`src/rtl/pc_sequencer.sv`:
```
// Program counter, status flags and FETCH/EXEC/HALT sequencing for the FRANK6000 core.
// Outputs decode from registered state only, so no input reaches an output combinationally.
module pc_sequencer #(
  parameter int unsigned PC_WIDTH   = 8,
  parameter int unsigned RESET_ADDR = 0
) (
  input  logic                i_clk,
  input  logic                i_reset,
  input  logic                i_enable,
  input  logic                i_halt,
  input  logic                i_jump_en,
  input  logic                i_jump,
  input  logic [PC_WIDTH-1:0] i_target,
  input  logic                i_flags_we,
  input  logic [2:0]          i_flags,
  output logic [PC_WIDTH-1:0] o_pc,
  output logic                o_fetch,
  output logic                o_exec,
  output logic [2:0]          o_status,
  output logic                o_halted
);

  localparam logic [PC_WIDTH-1:0] RESET_PC = PC_WIDTH'(RESET_ADDR);

  typedef enum logic [1:0] {
    FETCH = 2'd0,
    EXEC  = 2'd1,
    HALT  = 2'd2
  } state_t;

  state_t              state, state_next;
  logic [PC_WIDTH-1:0] pc, pc_next;
  logic [2:0]          status, status_next;

  always_ff @(posedge i_clk or posedge i_reset) begin
    if (i_reset) begin
      state  <= FETCH;
      pc     <= RESET_PC;
      status <= '0;
    end else begin
      state  <= state_next;
      pc     <= pc_next;
      status <= status_next;
    end
  end

  always_comb begin
    state_next  = state;
    pc_next     = pc;
    status_next = status;
    case (state)
      FETCH: begin
        if (i_enable) state_next = EXEC;
      end
      EXEC: begin
        if (i_enable) begin
          // Halt wins over both the PC update and the flag write.
          if (i_halt) begin
            state_next = HALT;
          end else begin
            state_next = FETCH;
            if (i_jump_en && i_jump) pc_next = i_target;
            else                     pc_next = pc + PC_WIDTH'(1);
            if (i_flags_we) status_next = i_flags;
          end
        end
      end
      HALT:    state_next = HALT;
      default: state_next = FETCH;
    endcase
  end

  assign o_pc     = pc;
  assign o_status = status;
  assign o_fetch  = (state == FETCH);
  assign o_exec   = (state == EXEC);
  assign o_halted = (state == HALT);

endmodule

```
`config.mk`:
```
export PLATFORM = sky130hd
export DESIGN_NAME = pc_sequencer
export DESIGN_NICKNAME = d
export VERILOG_FILES = /design/src/rtl/pc_sequencer.sv
export SDC_FILE = /design/constraint.sdc
export NUM_CORES = 1
export LEC_CHECK = 0
export ABC_AREA = 1
export CAP_MARGIN = 0
export CORE_MARGIN = 2
export CORE_UTILIZATION = 35
export DETAILED_ROUTE_END_ITERATION = 8
export PLACE_DENSITY = 0.67
export RECOVER_POWER = 100
export SKIP_LAST_GASP = 1
export SLEW_MARGIN = 20
export SYNTH_ARGS = -nofsm -noshare
export SYNTH_HDL_FRONTEND = slang
export SYNTH_SLANG_ARGS = --single-unit
```
`constraint.sdc`:
```
create_clock -name i_clk -period 2.1 [get_ports i_clk]
set_input_delay 0.525 -clock i_clk [delete_from_list [all_inputs] [get_ports i_clk]]
set_output_delay 0.525 -clock i_clk [all_outputs]
set_load 0.1 [all_outputs]
```
==> flow_summary.json, run 1 <==
{
  "outcome": "finished clean",
  "cp-end-kind": "output pin",
  "ant_nets": 0,
  "grt_pass1_wl_um": 3029,
  "slew_viol_final": 0,
  "post_cts_buffers": 0,
  "syn-cell-area_um2": 809.5,
  "coreArea_um2": 2191,
  "met3_length_um": 170,
  "top_layer": "met4",
  "critPathMaxFanout": 4,
  "ctsResizeCount": 0,
  "diodes": 0,
  "cts.path.max_buffers": 2,
  "grt_max_degree": 15,
  "num_vias": 818,
  "grtUsageTotal": 0.1488,
  "detail_route.wl_per_cell_um": 10.32,
  "die_w_um": 52.09,
  "synth-edff-count": 0,
  "clkTransAtPathRegs_ns": 0.08,
  "period_needed_ns": 1.766,
  "drive_gt1_frac": 0.1905,
  "cts_root_buf": "clkbuf_4",
  "holdBufCountCts": 0,
  "drc": 0,
  "criticalPathCategory": "register to output pin",
  "synth-seq-cells": 13,
  "io_buffers": 31,
  "gp_congestion": 0.8563,
  "wl_met2_um": 861,
  "cap_violations": 0,
  "async_reset_ff_frac": 1.000,
  "yosys_warnings": 0,
  "cts_made_buffers": 3,
  "finalCritPeriodShare": 0.8408,
  "row_count": 17,
  "hold_violations": 0,
  "numClockSinks": 13,
  "dp_hpwl_um": 1409,
  "wl_um": 1806,
  "rsz0062_at_grt": "no",
  "area_delta_synth_final_pct": 39.10,
  "cp.required_ns": 1.57,
  "startpoint_type": "register",
  "max_freq_ghz": 0.5664,
  "die_h_um": 52.09,
  "arrival_ns": 1.24,
  "fin_setup_tns_ns": 0,
  "worst_clock_skew_ns": 0.001356,
  "maxSlewHeadroom": 0.6386,
  "cts_tree": "built",
  "clk_latency_ns": 0.27,
  "setup_violations": 0,
  "syn-instance-count": 113,
  "cts_htree_levels": 1,
  "wl_met1_um": 762,
  "ios": 32,
  "antenna_found_initial": 0,
  "synth.avg_cell_area_um2": 7.164,
  "initial_core_util": 0.3695,
  "drtIter0Drc": 5,
  "overflow": 0,
  "via_per_inst": 4.674,
  "grt_pass1_vias": 751,
  "die_area_um2": 2713,
  "ys_seq_area_frac": 0.4019,
  "nets": 167,
  "syn_nets": 132,
  "dr.pass1.iters": 4,
  "tightest_slew_ns": 0.5444,
  "synthDistinctLibCells": 20,
  "hold_class": "register to register",
  "synth_ff_type": "dfrtp_1"
}
stage by stage:
step,utilization,cell area (um^2),setup slack (ns),instances,hold slack (ns)
after global placement,0.5454,1195,0.2785,171,0.4793
after global routing,0.5140,1126,0.2562,175,0.5573
after floorplan,-,814.5,0.2162,113,0.4020
after detailed placement,0.5454,1195,0.2479,171,0.4975
final,0.5140,1126,0.3344,175,0.5068
after CTS,0.5574,1221,0.3791,175,0.5162
metal layers:
layer | vias to the layer above | global-route usage
met4 | 0 | 0.05263
li1 | 417 | -
met5 | - | 0
met3 | 2 | 0.04023
met2 | 31 | 0.2489
met1 | 368 | 0.1820
cells in the mapped netlist (2+ instances only):
cell | number | share of area
o21ai_0 | 8 | 0.049
a21oi_1 | 5 | 0.031
nand2_1 | 34 | 0.16
inv_1 | 17 | 0.079
nand3_1 | 4 | 0.025
dfrtp_1 | 13 | 0.40
or2_2 | 2 | 0.015
nor2_2 | 2 | 0.015
nand2_2 | 5 | 0.039
nor2_1 | 13 | 0.060
logic make-up after synthesis:
logic type / synth area share
flops: 0.4019
buf+inv: 0.1097
fa+ha+maj: 0.01545
compound gates: 0.1345
simple gates: 0.3385
final cells by class:
class,count,area (um^2)
Clock buffer,4,26.28
Sequential cell,13,325.3
Multi-Input combinational cell,81,382.9
Tap cell,28,35.03
Timing Repair Buffer,32,292.8
Fill cell,234,1065
Inverter,17,63.81
worst max-delay path, stage by stage, from the launching register on:
cell	delay (ns)
dfrtp_1	0.41
inv_1	0.06
nor2_1	0.27
buf_12	0.22
placed cells by master, fill, tap and decap left out:
cell,Yosys,layout
nand2_2,5,4
inv_1,17,17
dlygate4sd3_1,0,2
nor2_1,13,15
o21ai_1,1,1
a21oi_1,5,5
ha_1,1,1
o21ai_4,1,1
a31oi_1,1,1
dfrtp_1,13,13
buf_12,0,3
nand3_1,4,4
nand3_2,1,1
a31o_2,1,1
o211ai_1,1,1
clkbuf_4,0,3
clkbuf_1,0,1
clkdlybuf4s50_1,0,15
or2_2,2,2
o21ai_0,8,8
buf_4,0,1
nand2_1,34,35
nor2_2,2,1
clkbuf_2,0,11
sequential cells by signal, summed over array words and instances (netlist names):
signal,flops
state,2
o_status,3
o_pc,8
final timing paths:
kind | cells after the start | start | slack [ns] | end
worst max-delay path | 3 | state[0] | 0.33 | o_exec
worst min-delay path | 2 | o_status[2] | 0.51 | o_status[2]
worst max register to register | 8 | o_pc[1] | 0.84 | o_pc[6]
min in group asynchronous | 2 | i_reset | 0.71 | o_pc[4]
worst min register to register | 2 | o_status[2] | 0.51 | o_status[2]
max in group asynchronous | 2 | i_reset | 1.06 | o_pc[3]
Power of run 1 is not shown: default switching activity piles up to over one toggle a cycle in this logic, so the estimate is an artifact.
==> inputs of run 2 (changes only) <==
--- a/config.mk
+++ b/config.mk
@@ -10,7 +10,7 @@
 export CORE_MARGIN = 2
 export CORE_UTILIZATION = 35
 export DETAILED_ROUTE_END_ITERATION = 8
-export PLACE_DENSITY = 0.67
+export PLACE_DENSITY = 0.69
 export RECOVER_POWER = 100
 export SKIP_LAST_GASP = 1
 export SLEW_MARGIN = 20
==> constraint.sdc (replaced) <==
create_clock -name i_clk -period 1.6 [get_ports i_clk]
set_input_delay 0.4 -clock i_clk [delete_from_list [all_inputs] [get_ports i_clk]]
set_output_delay 0.4 -clock i_clk [all_outputs]
set_load 0.1 [all_outputs]
==> flow_summary.json, run 2 (same netlist as run 1, synthesis figures left out) <==
{
  "holdBufCountCts": 0,
  "cp.required_ns": 1.20,
  "maxSlewHeadroom": 0.6663,
  "hold_violations": 0,
  "overflow": 0,
  "coreArea_um2": 2191,
  "cp-end-kind": "output pin",
  "drtIter0Drc": 9,
  "cts.path.max_buffers": 2,
  "finalCritPeriodShare": 0.9566,
  "die_w_um": 52.09,
  "critical-path-max-stage-delay_ns": 0.44,
  "via_per_inst": 4.620,
  "antenna_found_initial": 0,
  "outcome": "finished clean",
  "tightest_slew_ns": 0.5001,
  "drc": 0,
  "path_cells": "inv_1, nor2_4, buf_12",
  "utilization": 0.5882,
  "cts_made_buffers": 3,
  "criticalPathCategory": "register to output pin",
  "largest_reg_flops": 8,
  "hold_class": "register to register",
  "layout_common_cells": "nand2_1, inv_1, clkdlybuf4s50_1, nor2_1, buf_12",
  "layout.cells.most_common": "nand2_1",
  "clkTransAtPathRegs_ns": 0.08,
  "startpoint_type": "register",
  "wl_um": 1815,
  "slowest_stage": "dfrtp_2",
  "fin_setup_tns_ns": 0,
  "area_delta_synth_final_pct": 59.20,
  "cts_root_buf": "clkbuf_4",
  "setup_violations": 0,
  "numClockSinks": 13,
  "post_cts_buffers": 0,
  "placed_cells": 175,
  "period_needed_ns": 1.530,
  "critPathMaxFanout": 4,
  "clk_latency_ns": 0.27,
  "grtUsageTotal": 0.1604,
  "max_freq_ghz": 0.6534,
  "dp_hpwl_um": 1524,
  "ios": 32,
  "cts_tree": "built",
  "nFillCells": 212,
  "io_buffers": 31,
  "crit_buf_inv": 2,
  "grt_pass1_vias": 809,
  "drive_gt1_frac": 0.2450,
  "die_area_um2": 2713,
  "cp_top_family": "flip-flops",
  "cap_violations": 0,
  "grt_max_degree": 14,
  "worst_clock_skew_ns": 0.002246,
  "row_count": 17,
  "dr.pass1.iters": 4,
  "ant_nets": 0,
  "slew_viol_final": 0,
  "arrival_ns": 1.13,
  "num_vias": 827,
  "rsz0062_at_grt": "yes",
  "stdcell_count": 179,
  "initial_core_util": 0.3695,
  "gp_congestion": 0.8346,
  "die_h_um": 52.09,
  "diodes": 0,
  "cts_htree_levels": 1,
  "detail_route.wl_per_cell_um": 10.14,
  "nets": 171,
  "ctsResizeCount": 1,
  "grt_pass1_wl_um": 3277
}
-- run 2: cell count changes in the layout (fill, tap and decap cells not counted), moves of 4 or more --
cell	change
dfrtp_1	-5
buf_12	+7
clkbuf_2	-11
clkbuf_4	+4
dfrtp_2	+5
-- run 2: cell type report --
type	count	area (um^2)	area share
inverter	17	63.81	0.04951
tap	28	35.03	0.02718
sequential	13	331.6	0.2573
multi-input combinational	81	405.4	0.3146
timing repair buffer	36	426.7	0.3311
clock buffer	4	26.28	0.02039
-- run 2: path summary, 6_finish.rpt --
path                             startpoint          end  slack (ns)  depth (start not counted)
worst min-delay path            o_status[0]  o_status[0]        0.51                          2
worst max-delay path               state[0]       o_exec        0.07                          3
max in group asynchronous           i_reset      o_pc[2]        0.65                          2
worst min register to register  o_status[0]  o_status[0]        0.51                          2
worst max register to register     state[1]      o_pc[5]        0.28                          8
min in group asynchronous           i_reset  o_status[2]        0.58                          2
-- run 2: per-stage QoR --
stage,setup WS (ns),instance area (um^2),hold slack [ns]
after global placement,0.04378,1330,0.5465
after detailed placement,0.03078,1330,0.5562
after floorplan,-0.1283,832.0,0.2766
after global routing,-0.007493,1289,0.5617
final,0.06952,1289,0.5068
after CTS,0.005613,1358,0.4679
-- run 2: worst min-delay path, cell delays in order (launching register included) --
cell	delay (ns)
dfrtp_1	0.35
o21ai_0	0.08
nand2_1	0.05
-- run 2: routing by layer --
layer | vias up | track usage | share of wire
met5 | - | 0 | 0
met4 | 0 | 0.07456 | 0.023
met3 | 4 | 0.03161 | 0.068
met2 | 29 | 0.2658 | 0.50
met1 | 368 | 0.1986 | 0.41
li1 | 426 | - | -
Power of run 2 is left out for the same reason.
==> edit (flow settings as in run 2) <==
Set the parameter `PC_WIDTH` to 10 (it was 8).
--- a/src/rtl/pc_sequencer.sv
+++ b/src/rtl/pc_sequencer.sv
@@ -3,3 +3,3 @@
 module pc_sequencer #(
-  parameter int unsigned PC_WIDTH   = 8,
+  parameter int unsigned PC_WIDTH   = 10,
   parameter int unsigned RESET_ADDR = 0
Interface: changed (resized i_target and o_pc); port bits go from 32 to 36. The function was not compared with the original's and may differ.
==> edit against run 2 <==
Die area up 12%; utilization down 2.4 points; synthesized area grew 13%; final area grew 8.4%; sequential cell count is 2 higher; register-to-register slack lost 0.03 ns; wire length rose by 26%; setup slack better by 0.0049 ns.
Power is left out: the tool's default activity adds up to more than one toggle a clock period on the data nets, which glitch-free logic cannot reach.
==> edit: results (changes against run 2) <==
| Metric | Value |
|---|---|
| Crit Path Max Fanout | 3 (was 4) |
| Routed wire length | 2280 µm (was 1820 µm) |
| GR Util All Layers | 18.6% (was 16.0%) |
| Largest register FFs | 10 (was 8) |
| Hpwl dp | 1830 µm (was 1520 µm) |
| Library cells used by synthesis | 22 (was 20) |
| Top cells by area, synth | dfrtp_1, nand2_1, inv_1 (unchanged) |
| Vias in the first global route | 931 (was 809) |
| Clock Skew | 0.00572 ns (was 0.00225 ns) |
| Worst slew pin tran | 0.884 ns (was 0.500 ns) |
| Status | completed (unchanged) |
| GP Congestion | 0.869 (was 0.835) |
| Clk buf depth | 2 (unchanged) |
| YS warnings | 0 (unchanged) |
| Buffers on Ports | 35 (was 31) |
| Vias per cell | 4.87 (was 4.62) |
| Cell chosen for the clock root | clkbuf_4 (unchanged) |
| Seq/Total Area, Yosys | 41.2% (was 40.2%) |
| Fraction of layout cells with a size suffix above 1 | 22.7% (was 24.5%) |
| H-Tree Depth | 1 (unchanged) |
| Layout net count | 194 (was 171) |
| Largest net degree at the start of global routing | 16 (was 14) |
| Syn nets | 151 (was 132) |
| Skew-Pair Late Insertion Delay | 0.29 ns (was 0.27 ns) |
| Drt first-iter violations | 15 (was 9) |
==> edit: changes by cell type in the layout (fill, tap and decap cells not counted), moves of 4 or more <==
cell,delta
nand2_2,-4
nand2_1,+10
nand3_1,+4
clkbuf_4,+4
o21ai_0,-4
==> edit: final cells by class <==
cell class | count | area (µm²)
clock buffers | 4 | 26.3
fillers | 261 | 1080
inverters | 19 | 72.6
multi-input cells | 94 | 447
flip-flops and latches | 15 | 382
well taps | 30 | 37.5
repair buffers | 40 | 433
==> edit: worst paths after layout <==
check | startpoint | to | slack, ns | cells after the start
max | state[1] | o_halted | 0.07 | 3
min | o_status[2] | o_status[2] | 0.49 | 2
max reg2reg | state[1] | o_pc[7] | 0.25 | 6
min reg2reg | o_status[2] | o_status[2] | 0.49 | 2
max in group asynchronous | i_reset | o_pc[3] | 0.20 | 3
min in group asynchronous | i_reset | o_status[1] | 0.80 | 3
==> edit: metal layers <==
layer  global-route usage (%)  vias to the layer above  share of wire, %
li1                         -                      496                 -
met1                     20.8                      454                42
met2                     31.5                       29                50
met3                     4.84                        4               5.8
met4                     11.0                        0               2.0
met5                        0                        -                 0
==> edit: through the flow <==
step / instance area (µm²) / cells / hold WS [ns]
final: 1400 / 202 / 0.490
after global routing: 1400 / 202 / 0.525
after CTS: 1530 / 202 / 0.413
after detailed placement: 1500 / 198 / 0.538
after global placement: 1500 / 198 / 0.530
after floorplan: 935 / 130 / 0.301
==> edit: timing repair <==
item	in CTS	in global routing
pin swaps	1	0
hold buffers	0	0
resized for setup	0	2
endpoints found under the setup margin	1	2
==> edit: cell families after synthesis <==
kind of cell / share of synthesized area, %
AO/OA/AOI/OAI: 11.5
adder cells (fa/ha/maj): 1.37
buffers and inverters: 9.75
flip-flops: 41.2
multiplexers: 1.24
AND/OR/NAND/NOR: 34.9
==> edit: critical path, delay by kind of cell, from the launching register on <==
family / cells / cell delay [ns]
flip-flops: 1 / 0.43
buffers and inverters: 2 / 0.27
AND/OR/NAND/NOR: 1 / 0.15
